==> src/rtl/gcd_client_pkg.sv <==
// Shared definitions for the GCD client: FSM encoding and default parameter values.
package gcd_client_pkg;

    localparam int W_DEFAULT       = 16;
    localparam int MAX_OUT_DEFAULT = 4;
    localparam int TIMEOUT_DEFAULT = 1024;

    typedef enum logic [1:0] {
        ST_IDLE = 2'd0,
        ST_RUN  = 2'd1,
        ST_DONE = 2'd2
    } state_e;

endpackage

==> src/rtl/gcd_client_opgen.sv <==
// Operand generator: latches seeds at batch start and steps A by a_step on every accepted request.
module gcd_client_opgen #(
    parameter int W = gcd_client_pkg::W_DEFAULT
) (
    input  logic         clk,
    input  logic         reset,
    input  logic         load_i,
    input  logic         advance_i,
    input  logic [W-1:0] a0_i,
    input  logic [W-1:0] a_step_i,
    input  logic [W-1:0] b0_i,
    output logic [W-1:0] a_o,
    output logic [W-1:0] b_o
);

    logic [W-1:0] a_q, b_q, step_q;

    // NOTE: sequential state uses non-blocking assignments so every register sees pre-edge values.
    always_ff @(posedge clk or posedge reset) begin
        if (reset) begin
            a_q    <= '0;
            b_q    <= '0;
            step_q <= '0;
        end else if (load_i) begin
            a_q    <= a0_i;
            b_q    <= b0_i;
            step_q <= a_step_i;
        end else if (advance_i) begin
            a_q <= a_q + step_q;
        end
    end

    assign a_o = a_q;
    assign b_o = b_q;

endmodule

==> src/rtl/gcd_client.sv <==
// GCD coprocessor client: issues a batch of generated operand pairs, keeps up to MAX_OUT in flight,
// accumulates returned results into a checksum and flags an error if responses stall too long.
module gcd_client
    import gcd_client_pkg::*;
#(
    parameter int W       = W_DEFAULT,
    parameter int MAX_OUT = MAX_OUT_DEFAULT,
    parameter int TIMEOUT = TIMEOUT_DEFAULT
) (
    input  logic         clk,
    input  logic         reset,
    input  logic         start,
    input  logic [7:0]   count,
    input  logic [W-1:0] a0,
    input  logic [W-1:0] a_step,
    input  logic [W-1:0] b0,
    output logic         operands_val,
    output logic [W-1:0] operands_bits_A,
    output logic [W-1:0] operands_bits_B,
    input  logic         operands_rdy,
    input  logic         result_val,
    input  logic [W-1:0] result_bits,
    output logic         result_rdy,
    output logic         busy,
    output logic         done,
    output logic         error,
    output logic [W-1:0] checksum,
    output logic [7:0]   result_count
);

    localparam int OW = $clog2(MAX_OUT + 1);
    localparam int TW = $clog2(TIMEOUT + 1);
    localparam logic [OW-1:0] MAX_OUT_V = OW'(MAX_OUT);
    localparam logic [TW-1:0] TIMEOUT_V = TW'(TIMEOUT);

    state_e        state_q, state_d;
    logic [7:0]    count_q, count_d;
    logic [7:0]    issued_q, issued_d;
    logic [7:0]    received_q, received_d;
    logic [OW-1:0] outstanding_q, outstanding_d;
    logic [TW-1:0] timer_q, timer_d;
    logic [W-1:0]  checksum_q, checksum_d;
    logic          error_q, error_d;
    logic          operands_val_q, result_rdy_q, busy_q, done_q;

    logic req_fire, rsp_fire, load;

    assign req_fire = operands_val_q & operands_rdy;
    assign rsp_fire = result_val & result_rdy_q;
    assign load     = (state_q == ST_IDLE) & start;

    gcd_client_opgen #(.W(W)) u_opgen (
        .clk       (clk),
        .reset     (reset),
        .load_i    (load),
        .advance_i (req_fire),
        .a0_i      (a0),
        .a_step_i  (a_step),
        .b0_i      (b0),
        .a_o       (operands_bits_A),
        .b_o       (operands_bits_B)
    );

    // NOTE: every next-state variable gets a default first so no latches are inferred.
    always_comb begin
        state_d       = state_q;
        count_d       = count_q;
        issued_d      = issued_q;
        received_d    = received_q;
        outstanding_d = outstanding_q;
        timer_d       = timer_q;
        checksum_d    = checksum_q;
        error_d       = error_q;
        unique case (state_q)
            ST_IDLE: begin
                if (start) begin
                    count_d       = count;
                    issued_d      = '0;
                    received_d    = '0;
                    outstanding_d = '0;
                    timer_d       = '0;
                    checksum_d    = '0;
                    error_d       = 1'b0;
                    state_d       = (count == 8'd0) ? ST_DONE : ST_RUN;
                end
            end
            ST_RUN: begin
                if (req_fire) issued_d = issued_q + 8'd1;
                if (rsp_fire) begin
                    checksum_d = checksum_q + result_bits;
                    received_d = received_q + 8'd1;
                end
                unique case ({req_fire, rsp_fire})
                    2'b10:   outstanding_d = outstanding_q + OW'(1);
                    2'b01:   outstanding_d = outstanding_q - OW'(1);
                    default: outstanding_d = outstanding_q;
                endcase
                if (rsp_fire)                    timer_d = '0;
                else if (outstanding_q != '0)    timer_d = timer_q + TW'(1);
                if (rsp_fire && received_d == count_q) begin
                    state_d = ST_DONE;
                end else if (timer_d == TIMEOUT_V) begin
                    error_d = 1'b1;
                    state_d = ST_DONE;
                end
            end
            ST_DONE: state_d = ST_IDLE;
            default: state_d = ST_IDLE;
        endcase
    end

    // Outputs are registered from the next state so they change cleanly on the clock edge.
    always_ff @(posedge clk or posedge reset) begin
        if (reset) begin
            state_q        <= ST_IDLE;
            count_q        <= '0;
            issued_q       <= '0;
            received_q     <= '0;
            outstanding_q  <= '0;
            timer_q        <= '0;
            checksum_q     <= '0;
            error_q        <= 1'b0;
            operands_val_q <= 1'b0;
            result_rdy_q   <= 1'b0;
            busy_q         <= 1'b0;
            done_q         <= 1'b0;
        end else begin
            state_q        <= state_d;
            count_q        <= count_d;
            issued_q       <= issued_d;
            received_q     <= received_d;
            outstanding_q  <= outstanding_d;
            timer_q        <= timer_d;
            checksum_q     <= checksum_d;
            error_q        <= error_d;
            operands_val_q <= (state_d == ST_RUN) && (issued_d < count_d) && (outstanding_d < MAX_OUT_V);
            result_rdy_q   <= (state_d == ST_RUN);
            busy_q         <= (state_d != ST_IDLE);
            done_q         <= (state_d == ST_DONE);
        end
    end

    assign operands_val = operands_val_q;
    assign result_rdy   = result_rdy_q;
    assign busy         = busy_q;
    assign done         = done_q;
    assign error        = error_q;
    assign checksum     = checksum_q;
    assign result_count = received_q;

endmodule

==> config.mk <==
export PLATFORM = sky130hd
export DESIGN_NAME = gcd_client
export DESIGN_NICKNAME = d
export VERILOG_FILES = /design/src/rtl/gcd_client_pkg.sv /design/src/rtl/gcd_client_opgen.sv /design/src/rtl/gcd_client.sv
export SDC_FILE = /design/constraint.sdc
export NUM_CORES = 1
export LEC_CHECK = 0
export CORE_MARGIN = 2
export CORE_UTILIZATION = 23
export DETAILED_ROUTE_END_ITERATION = 8
export HOLD_SLACK_MARGIN = 0.08
export SLEW_MARGIN = 5
export SYNTH_ARGS = -nofsm -noshare
export SYNTH_HDL_FRONTEND = slang
export SYNTH_SLANG_ARGS = --single-unit
==> constraint.sdc <==
create_clock -name clk -period 5.19 [get_ports clk]
set_input_delay 0.519 -clock clk [delete_from_list [all_inputs] [get_ports clk]]
set_output_delay 0.519 -clock clk [all_outputs]
set_load 0.1 [all_outputs]
==> results of run 1 <==
layout make-up:
type / count / share of cell area, %
clock buffers: 9 / 2.58
clock inverters: 7 / 1.20
flip-flops and latches: 109 / 31.2
repair buffers: 142 / 16.1
well taps: 384 / 5.50
inverters: 18 / 0.802
multi-input cells: 588 / 42.6
worst max-delay path, stage by stage (launching register included):
cell,delay [ns]
dfrtp_1,0.42
nand2b_1,0.56
nor2_1,0.49
nand4_1,0.20
nor2_1,0.20
nand3_1,0.11
nand3_1,0.08
o21ai_0,0.11
ha_1,0.34
nand4_1,0.09
o31a_1,0.30
and3_1,0.17
cell families (layout without fill, tap and decap cells):
logic type / count (synthesis) / count (layout) / share of synthesized area (%)
DFF: 109 / 109 / 41.2
buffers and inverters: 45 / 176 / 2.63
xor gates and xnor gates: 36 / 36 / 4.77
muxes: 16 / 16 / 2.48
AOI/OAI and AO/OA: 192 / 192 / 19.4
adders and majority gates: 45 / 45 / 8.86
and+or+nand+nor: 299 / 299 / 20.6
final timing paths:
kind | startpoint | endpoint | slack [ns] | cells after the start
setup / recovery | state_q[1] | operands_val | 2.00 | 11
hold / removal | u_opgen.b_o[14] | u_opgen.b_o[14] | 0.48 | 2
setup reg to reg | state_q[1] | operands_val | 2.00 | 11
hold reg to reg | u_opgen.b_o[14] | u_opgen.b_o[14] | 0.48 | 2
max in group asynchronous | reset | u_opgen.step_q[2] | 3.35 | 3
min in group asynchronous | reset | checksum[0] | 0.70 | 2
layer usage:
metal	vias up	wire length, µm
li1	2889	-
met1	2751	8450
met2	122	8860
met3	14	778
met4	0	245
met5	-	0
cell usage in the layout, fill, tap and decap left out, types with 7 or more instances in the layout:
cell type,netlist,final
dfrtp_1,109,109
a21o_1,9,9
nand2_1,163,163
nor2b_1,7,7
nand3_1,23,23
xnor2_1,18,18
a31oi_1,8,8
nor3_1,13,13
o21ai_0,66,66
o21a_1,7,7
clkdlybuf4s50_1,0,137
clkbuf_16,0,9
nand2b_1,7,7
a22o_1,13,13
inv_1,17,16
a211oi_1,7,7
xor2_1,18,18
a21oi_1,35,35
nor2_1,48,47
ha_1,42,42
o31ai_1,7,7
mux2i_1,13,13
flip-flops by register name, indices dropped and copies added (netlist names), 2 cells and up:
register,flops
checksum,16
u_opgen.a_o,16
u_opgen.b_o,16
u_opgen.step_q,16
timer_q,11
count_q,8
issued_q,8
result_count,8
outstanding_q,3
state_q,2
power groups by stage:
stage	Combinational [W]	Clock, W	Sequential (W)
after global placement	0.00390	0	0.00149
final	0.00392	0.000772	0.00147
after detailed placement	0.00392	0	0.00149
after CTS	0.00394	0.000796	0.00148
after global routing	0.00423	0.000829	0.00152
after floorplan	0.00162	0	0.00288
metrics by stage:
stage | cells | hold slack (ns) | setup slack (ns)
3_3_place_gp | 1241 | 0.459 | 1.90
3_5_place_dp | 1241 | 0.462 | 1.79
2_1_floorplan | 742 | 0.445 | 1.80
6_report | 1257 | 0.479 | 2.00
5_1_grt | 1257 | 0.507 | 1.67
4_1_cts | 1257 | 0.483 | 2.02
==> impl_metrics.yaml, run 1 <==
global_route:
  grt.busiest_layer: "met2"
  use_met1_pct: 15.6
  met2_usage_pct: 20.9
  grtUsageMet3_pct: 3.27
  grt_pass1_vias: 5768
  antenna_found_initial: 0
  overflow: 0
  grt_pass1_wl_um: 30000
  track_usage_pct: 12.3
  grt_start_max_net_pins: 72
route:
  num_vias: 5776
  dr.first_iter.drc_count: 326
  wl_per_cell_um: 14.6
  wirelength_um: 18300
  drtAntennaViolNets: 0
  dr.pass1.iters: 5
  drc: 0
  viasPerCell: 4.60
power_and_ir_drop:
  p_int_w: 0.00280
  power_density_mw_per_mm2: 706
  p_sw_share_pct: 54.6
  power.clock.fraction_pct: 12.5
  totalPowerFinal_w: 0.00617
  p_switching_w: 0.00337
  p_leak_nw: 3.76
  combPwrFrac_pct: 63.6
  peakVddDrop_uv: 426
  seq_power_share_pct: 23.9
yosys:
  synth_area_leader_cell: "dfrtp_1"
  synthCells: 742
  synth_top_area_share_pct: 41.2
  synth.most_common_cell: "nand2_1"
  synth_edf_count: 0
  ys_seq_area_share_pct: 41.2
  synth_cell_type_count: 68
  syn_area_mm2: 0.00661
  synthArstFlopShare_pct: 100
  avgSynthCellArea_um2: 8.91
  yosysWarnings: 0
  synthTopCellsByCount: "nand2_1, dfrtp_1, o21ai_0"
  ys_ff_latch: 109
  synthTopCellsByArea: "dfrtp_1, nand2_1, ha_1, o21ai_0, nor2_1"
  synth_ff_type: "dfrtp_1"
  synth_nets: 864
sta:
  slew_viol_final: 0
  setup_viol: 0
  grt_setup_unrepaired: "false"
  finClkSkew_ns: 0.0199
  worst_slew_pin_slew_ns: 1.02
  fmax_mhz: 313
  hold_viol: 0
  period_needed_ns: 3.19
  relSlewSlack_pct: 31.7
  fin_crit_sh_pct: 61.5
  fin_tns_setup_ns: 0
worst_setup_path:
  start_kind: "register"
  worstPathMaxFanout: 25
  cp.arrival_ns: 3.44
  path_class: "reg2reg"
  endpoint_kind: "register"
  crit_required_ns: 5.44
clocking:
  cts_htree_levels: 3
  cts_root_buf: "clkbuf_16"
  cts_buffer_depth: 2
  cts.clk_slew.worst_paths_ns: 0.08
  post_cts_buffers: 0
  cts_resized: 0
  cts_buffers: 9
  cts_tree: "built"
  holdBufCountCts: 0
  cts_sinks: 109
  clock_latency_ns: 0.37
finish:
  multi_input_area_mm2: 0.00372
  fillers: 2988
  drive_above_1_share_pct: 5.27
  finish.instance_area_mm2: 0.00874
  regArea_mm2: 0.00273
  final_util_pct: 30.7
  syn_to_final_growth_pct: 32.1
  nets: 990
  antennaDiodeCount: 0
floorplanning:
  die_w_um: 174
  dieArea_mm2: 0.0301
  die_h_um: 174
  core-area_mm2: 0.0285
  pin_count: 138
  rows: 62
  initial_core_util_pct: 23.2
place:
  port_buffers: 137
  placed_cell_area_mm2: 0.00841
  place.gp.congestion: 0.818
  dpl.hpwl_um: 13500
hold_path:
  hold_class: "reg2reg"
status:
  status: "finished clean"
flow_run:
  maxCapViolCount: 0
Note: power is estimated with default switching activity, not from simulation.
==> inputs of run 2 (changes only) <==
Clock period 5.19 ns to 2.75 ns, I/O delays scaled along.
==> run 2 against run 1 <==
Hold slack lost 0.11 ns; final cell count is 2.2% higher; first-iteration DRC count decreased by 30%; register-to-register slack got worse by 1.8 ns; total power rose by 86%; sequential power rose by 90%; via count grew 1.4%; core utilization increased by 0.25 points; highest routed layer is now met5; clock power increased by 63%; worst setup slack got worse by 1.8 ns; die area is the same; critical endpoint is now checksum[14].
==> impl_metrics.yaml, run 2 (synthesis results as in run 1) <==
worst_setup_path:
  crit_required_ns: 3.01
  r2r_end: "checksum[14]"
  worstPathMaxFanout: 3
  start_kind: "register"
  endpoint_kind: "register"
  rr_worst_depth: 9
  r2r_slack_ns: 0.17
  cp.arrival_ns: 2.84
  r2r_start: "checksum[0]"
  path_class: "reg2reg"
  endpoint: "checksum[14]"
  crit_path_start: "checksum[0]"
route:
  num_vias: 5856
  wl_per_cell_um: 14.2
  viasPerCell: 4.56
  drtAntennaViolNets: 0
  wirelength_um: 18200
  dr.pass1.iters: 4
  drc: 0
  dr.first_iter.drc_count: 229
sta:
  grt_setup_unrepaired: "false"
  hold_viol: 0
  slew_viol_final: 0
  fmax_mhz: 387
  holdWs_ns: 0.370
  finClkSkew_ns: 0.0205
  relSlewSlack_pct: 51.6
  period_needed_ns: 2.58
  worst_slew_pin_slew_ns: 0.725
  setup_viol: 0
  worst_slack_ns: 0.165
  fin_crit_sh_pct: 94.0
clocking:
  post_cts_buffers: 0
  holdBufCountCts: 0
  cts_buffers: 9
  cts.clk_slew.worst_paths_ns: 0.09
  cts_tree: "built"
  cts_buffer_depth: 2
  cts_htree_levels: 3
  cts_sinks: 109
  cts_root_buf: "clkbuf_16"
  clock_latency_ns: 0.37
power_and_ir_drop:
  power_density_mw_per_mm2: 1300
  p_leak_nw: 3.92
  peakVddDrop_uv: 630
  totalPowerFinal_w: 0.0114
global_route:
  overflow: 0
  track_usage_pct: 12.3
  grt.busiest_layer: "met2"
  grt_start_max_net_pins: 50
  grtUsageMet3_pct: 2.83
  grt_pass1_vias: 5860
  use_met1_pct: 15.4
  grt_pass1_wl_um: 30300
  met2_usage_pct: 21.6
  antenna_found_initial: 3
finish:
  drive_above_1_share_pct: 16.4
  stdcell_count: 1285
  layout_common_cells: "nand2_1, dfrtp_1, buf_4, clkdlybuf4s50_1, o21ai_0"
  nets: 1017
  finish.instance_area_mm2: 0.00881
  syn_to_final_growth_pct: 33.2
  final_common_cell: "nand2_1"
place:
  place_ws_ns: -0.251
  place_inst: 1268
  dpl.hpwl_um: 13800
  place.gp.congestion: 0.786
  port_buffers: 137
  placed_cell_area_mm2: 0.00852
floorplanning:
  initial_core_util_pct: 23.2
  core-area_mm2: 0.0285
  die_h_um: 174
  pin_count: 138
  rows: 62
  die_w_um: 174
  dieArea_mm2: 0.0301
flow_run:
  maxCapViolCount: 0
hold_path:
  hold_class: "in2async"
status:
  status: "finished clean"
==> run 2: cell types whose count changed in the layout (fill, tap and decap cells not counted), sizes merged, moves of 2 or more <==
cell,delta
buf,+88
clkdlybuf4s50,-61
clkinvlp,+5
clkinv,-3
inv,-3
clkbuf,+2
==> run 2: repair_timing <==
| item | CTS | global route |
|---|---|---|
| endpoints found under the hold margin | 0 | 0 |
| setup endpoints to repair | 0 | 3 |
| resized for setup | 0 | 2 |
==> run 2: final cells by class <==
cell class                 instances  area, µm²
multi-input combinational        588       3740
timing repair buffer             169       1500
inverter                          18       71.3
fill                            3025      19700
antenna                            1       2.50
clock buffer                      11        233
clock inverter                     5       38.8
tap                              384        480
sequential                       109       2740
==> run 2: routing by layer <==
metal	vias up	wire length, µm
met5	-	27
met4	4	162
met3	15	620
met2	81	9060
met1	2800	8360
li1	2956	-
==> run 2: through the flow <==
stage	setup TNS, ns	utilization [%]
after floorplan	-0.163	-
after global placement	-0.323	29.9
after detailed placement	-0.409	29.9
after CTS	0	30.9
after global routing	0	30.9
final	0	30.9
==> run 2: how the worst min path moves through the flow <==
stage,from,to,cells past startpoint
2_1_floorplan,b0[0],u_opgen.b_o[0],2
3_3_place_gp,u_opgen.b_o[4],u_opgen.b_o[4],2
3_5_place_dp,u_opgen.b_o[14],u_opgen.b_o[14],2
4_1_cts,reset,checksum[0],2
5_1_grt,reset,checksum[0],2
6_report,reset,checksum[0],2
==> run 2: power breakdown <==
part	switching [W]	internal (W)	total (W)
Clock	0.000637	0.000619	0.00126
Sequential	0.000556	0.00224	0.00280
Combinational	0.00509	0.00230	0.00739
Total	0.00628	0.00516	0.0114
==> run 2: worst max-delay path, cell delays in order (launching register included) <==
cell and delay (ns):
dfrtp_2 0.44, ha_4 0.17, fa_1 0.44, a211oi_2 0.24
o21ai_1 0.14, a211o_1 0.34, a2111oi_2 0.37, o21bai_1 0.14
xnor2_1 0.14, o21ai_1 0.07
==> inputs of run 3 (changes only) <==
Settings changed: MAX_ROUTING_LAYER set to met4.
==> run 3 against run 2 <==
Register-to-register slack about the same; routed wire length decreased by 0.21%; critical path type unchanged; combinational power about the same; flip-flop and latch count unchanged; design area about the same; largest cell class unchanged; die area unchanged; global-route usage increased by 0.38 points; first-iteration DRC count increased by 3.5%; core utilization about the same; total power about the same; sequential power about the same.
==> impl_metrics.yaml, run 3 (synthesis results as in run 1) <==
clocking:
  cts_root_buf: "clkbuf_16"
  cts.clk_slew.worst_paths_ns: 0.09
  clock_latency_ns: 0.37
  cts_buffer_depth: 2
  cts_buffers: 9
  cts_htree_levels: 3
  cts_sinks: 109
  cts_tree: "built"
global_route:
  grt_pass1_wl_um: 30300
  grt_pass1_vias: 5851
  antenna_found_initial: 3
  grt_start_max_net_pins: 50
  overflow: 0
  track_usage_pct: 12.7
finish:
  fillers: 3024
  finish.instance_area_mm2: 0.00881
  nets: 1017
  drive_above_1_share_pct: 16.4
  layout_common_cells: "nand2_1, dfrtp_1, buf_4, clkdlybuf4s50_1, o21ai_0"
  syn_to_final_growth_pct: 33.3
  final_common_cell: "nand2_1"
sta:
  worst_slew_pin_slew_ns: 0.726
  period_needed_ns: 2.59
  slew_viol_final: 0
  setup_viol: 0
  fin_tns_setup_ns: 0
  relSlewSlack_pct: 51.5
  fmax_mhz: 387
  finClkSkew_ns: 0.0192
  grt_setup_unrepaired: "false"
  fin_crit_sh_pct: 94.0
  hold_viol: 0
floorplanning:
  initial_core_util_pct: 23.2
  die_h_um: 174
  rows: 62
  core-area_mm2: 0.0285
  die_w_um: 174
  dieArea_mm2: 0.0301
  pin_count: 138
route:
  drtAntennaViolNets: 0
  wl_per_cell_um: 14.1
  drc: 0
  dr.first_iter.drc_count: 237
  viasPerCell: 4.56
  num_vias: 5867
  dr.pass1.iters: 4
  wirelength_um: 18200
flow_run:
  maxCapViolCount: 0
power_and_ir_drop:
  totalPowerFinal_w: 0.0114
  peakVddDrop_uv: 630
  power_density_mw_per_mm2: 1300
  p_leak_nw: 3.92
place:
  place.gp.congestion: 0.797
  placed_cell_area_mm2: 0.00852
  port_buffers: 137
  dpl.hpwl_um: 13800
worst_setup_path:
  path_class: "reg2reg"
  cp.arrival_ns: 2.84
  endpoint_kind: "register"
  start_kind: "register"
  crit_required_ns: 3.01
  worstPathMaxFanout: 3
hold_path:
  hold_class: "in2async"
status:
  status: "finished clean"
[run 3: timing repair]
| action | in CTS | in global routing |
|---|---|---|
| endpoints found under the setup margin | 0 | 3 |
| setup buffers | 0 | 0 |
| endpoints found under the hold margin | 0 | 0 |
| hold buffers | 0 | 0 |
| resized for setup | 0 | 2 |
[run 3: per-stage QoR]
step | setup WS [ns] | utilization (%) | instances | hold slack [ns]
after CTS | 0.0580 | 30.9 | 1284 | 0.386
after floorplan | -0.163 | - | 742 | 0.380
final | 0.165 | 31.0 | 1287 | 0.372
after global routing | 0.00910 | 31.0 | 1287 | 0.415
after detailed placement | -0.251 | 29.9 | 1268 | 0.463
after global placement | -0.221 | 29.9 | 1268 | 0.459
[run 3: power by group]
part | internal, W | leakage [nW] | switching (W) | total, W
Combinational | 0.00230 | 2.45 | 0.00509 | 0.00739
Sequential | 0.00224 | 1.36 | 0.000556 | 0.00280
Clock | 0.000619 | 0.118 | 0.000636 | 0.00125
Total | 0.00516 | 3.92 | 0.00628 | 0.0114
[run 3: worst paths after layout]
| kind | start | end | slack [ns] | depth (start not counted) |
|---|---|---|---|---|
| min | reset | checksum[0] | 0.37 | 2 |
| min reg2reg | u_opgen.b_o[4] | u_opgen.b_o[4] | 0.48 | 2 |
| max | checksum[0] | checksum[14] | 0.16 | 9 |
| min in group clk | a_step[10] | u_opgen.step_q[10] | 0.44 | 3 |
| max reg2reg | checksum[0] | checksum[14] | 0.16 | 9 |
| max in group asynchronous | reset | operands_val | 1.76 | 3 |
[run 3: critical path, stage by stage (launching register included)]
cell and delay, ns:
dfrtp_2 0.44, ha_4 0.17, fa_1 0.44, a211oi_2 0.24, o21ai_1 0.14, a211o_1 0.34, a2111oi_2 0.37, o21bai_1 0.14
xnor2_1 0.14, o21ai_1 0.07
[run 3: layout make-up]
cell class	count	area [µm²]	share of cell area, %
multi-input cells	588	3740	42.5
diodes	3	7.51	0.0852
clock inverters	5	38.8	0.440
clock buffers	11	233	2.64
well taps	384	480	5.45
flip-flops and latches	109	2740	31.1
repair buffers	169	1500	17.0
inverters	18	71.3	0.809
[run 3: routing by layer]
layer	wire length, µm	vias up	GRT usage, %
met5	0	-	-
met4	193	0	2.54
met3	644	12	2.79
met2	9000	92	21.6
met1	8360	2809	15.5
li1	-	2954	-
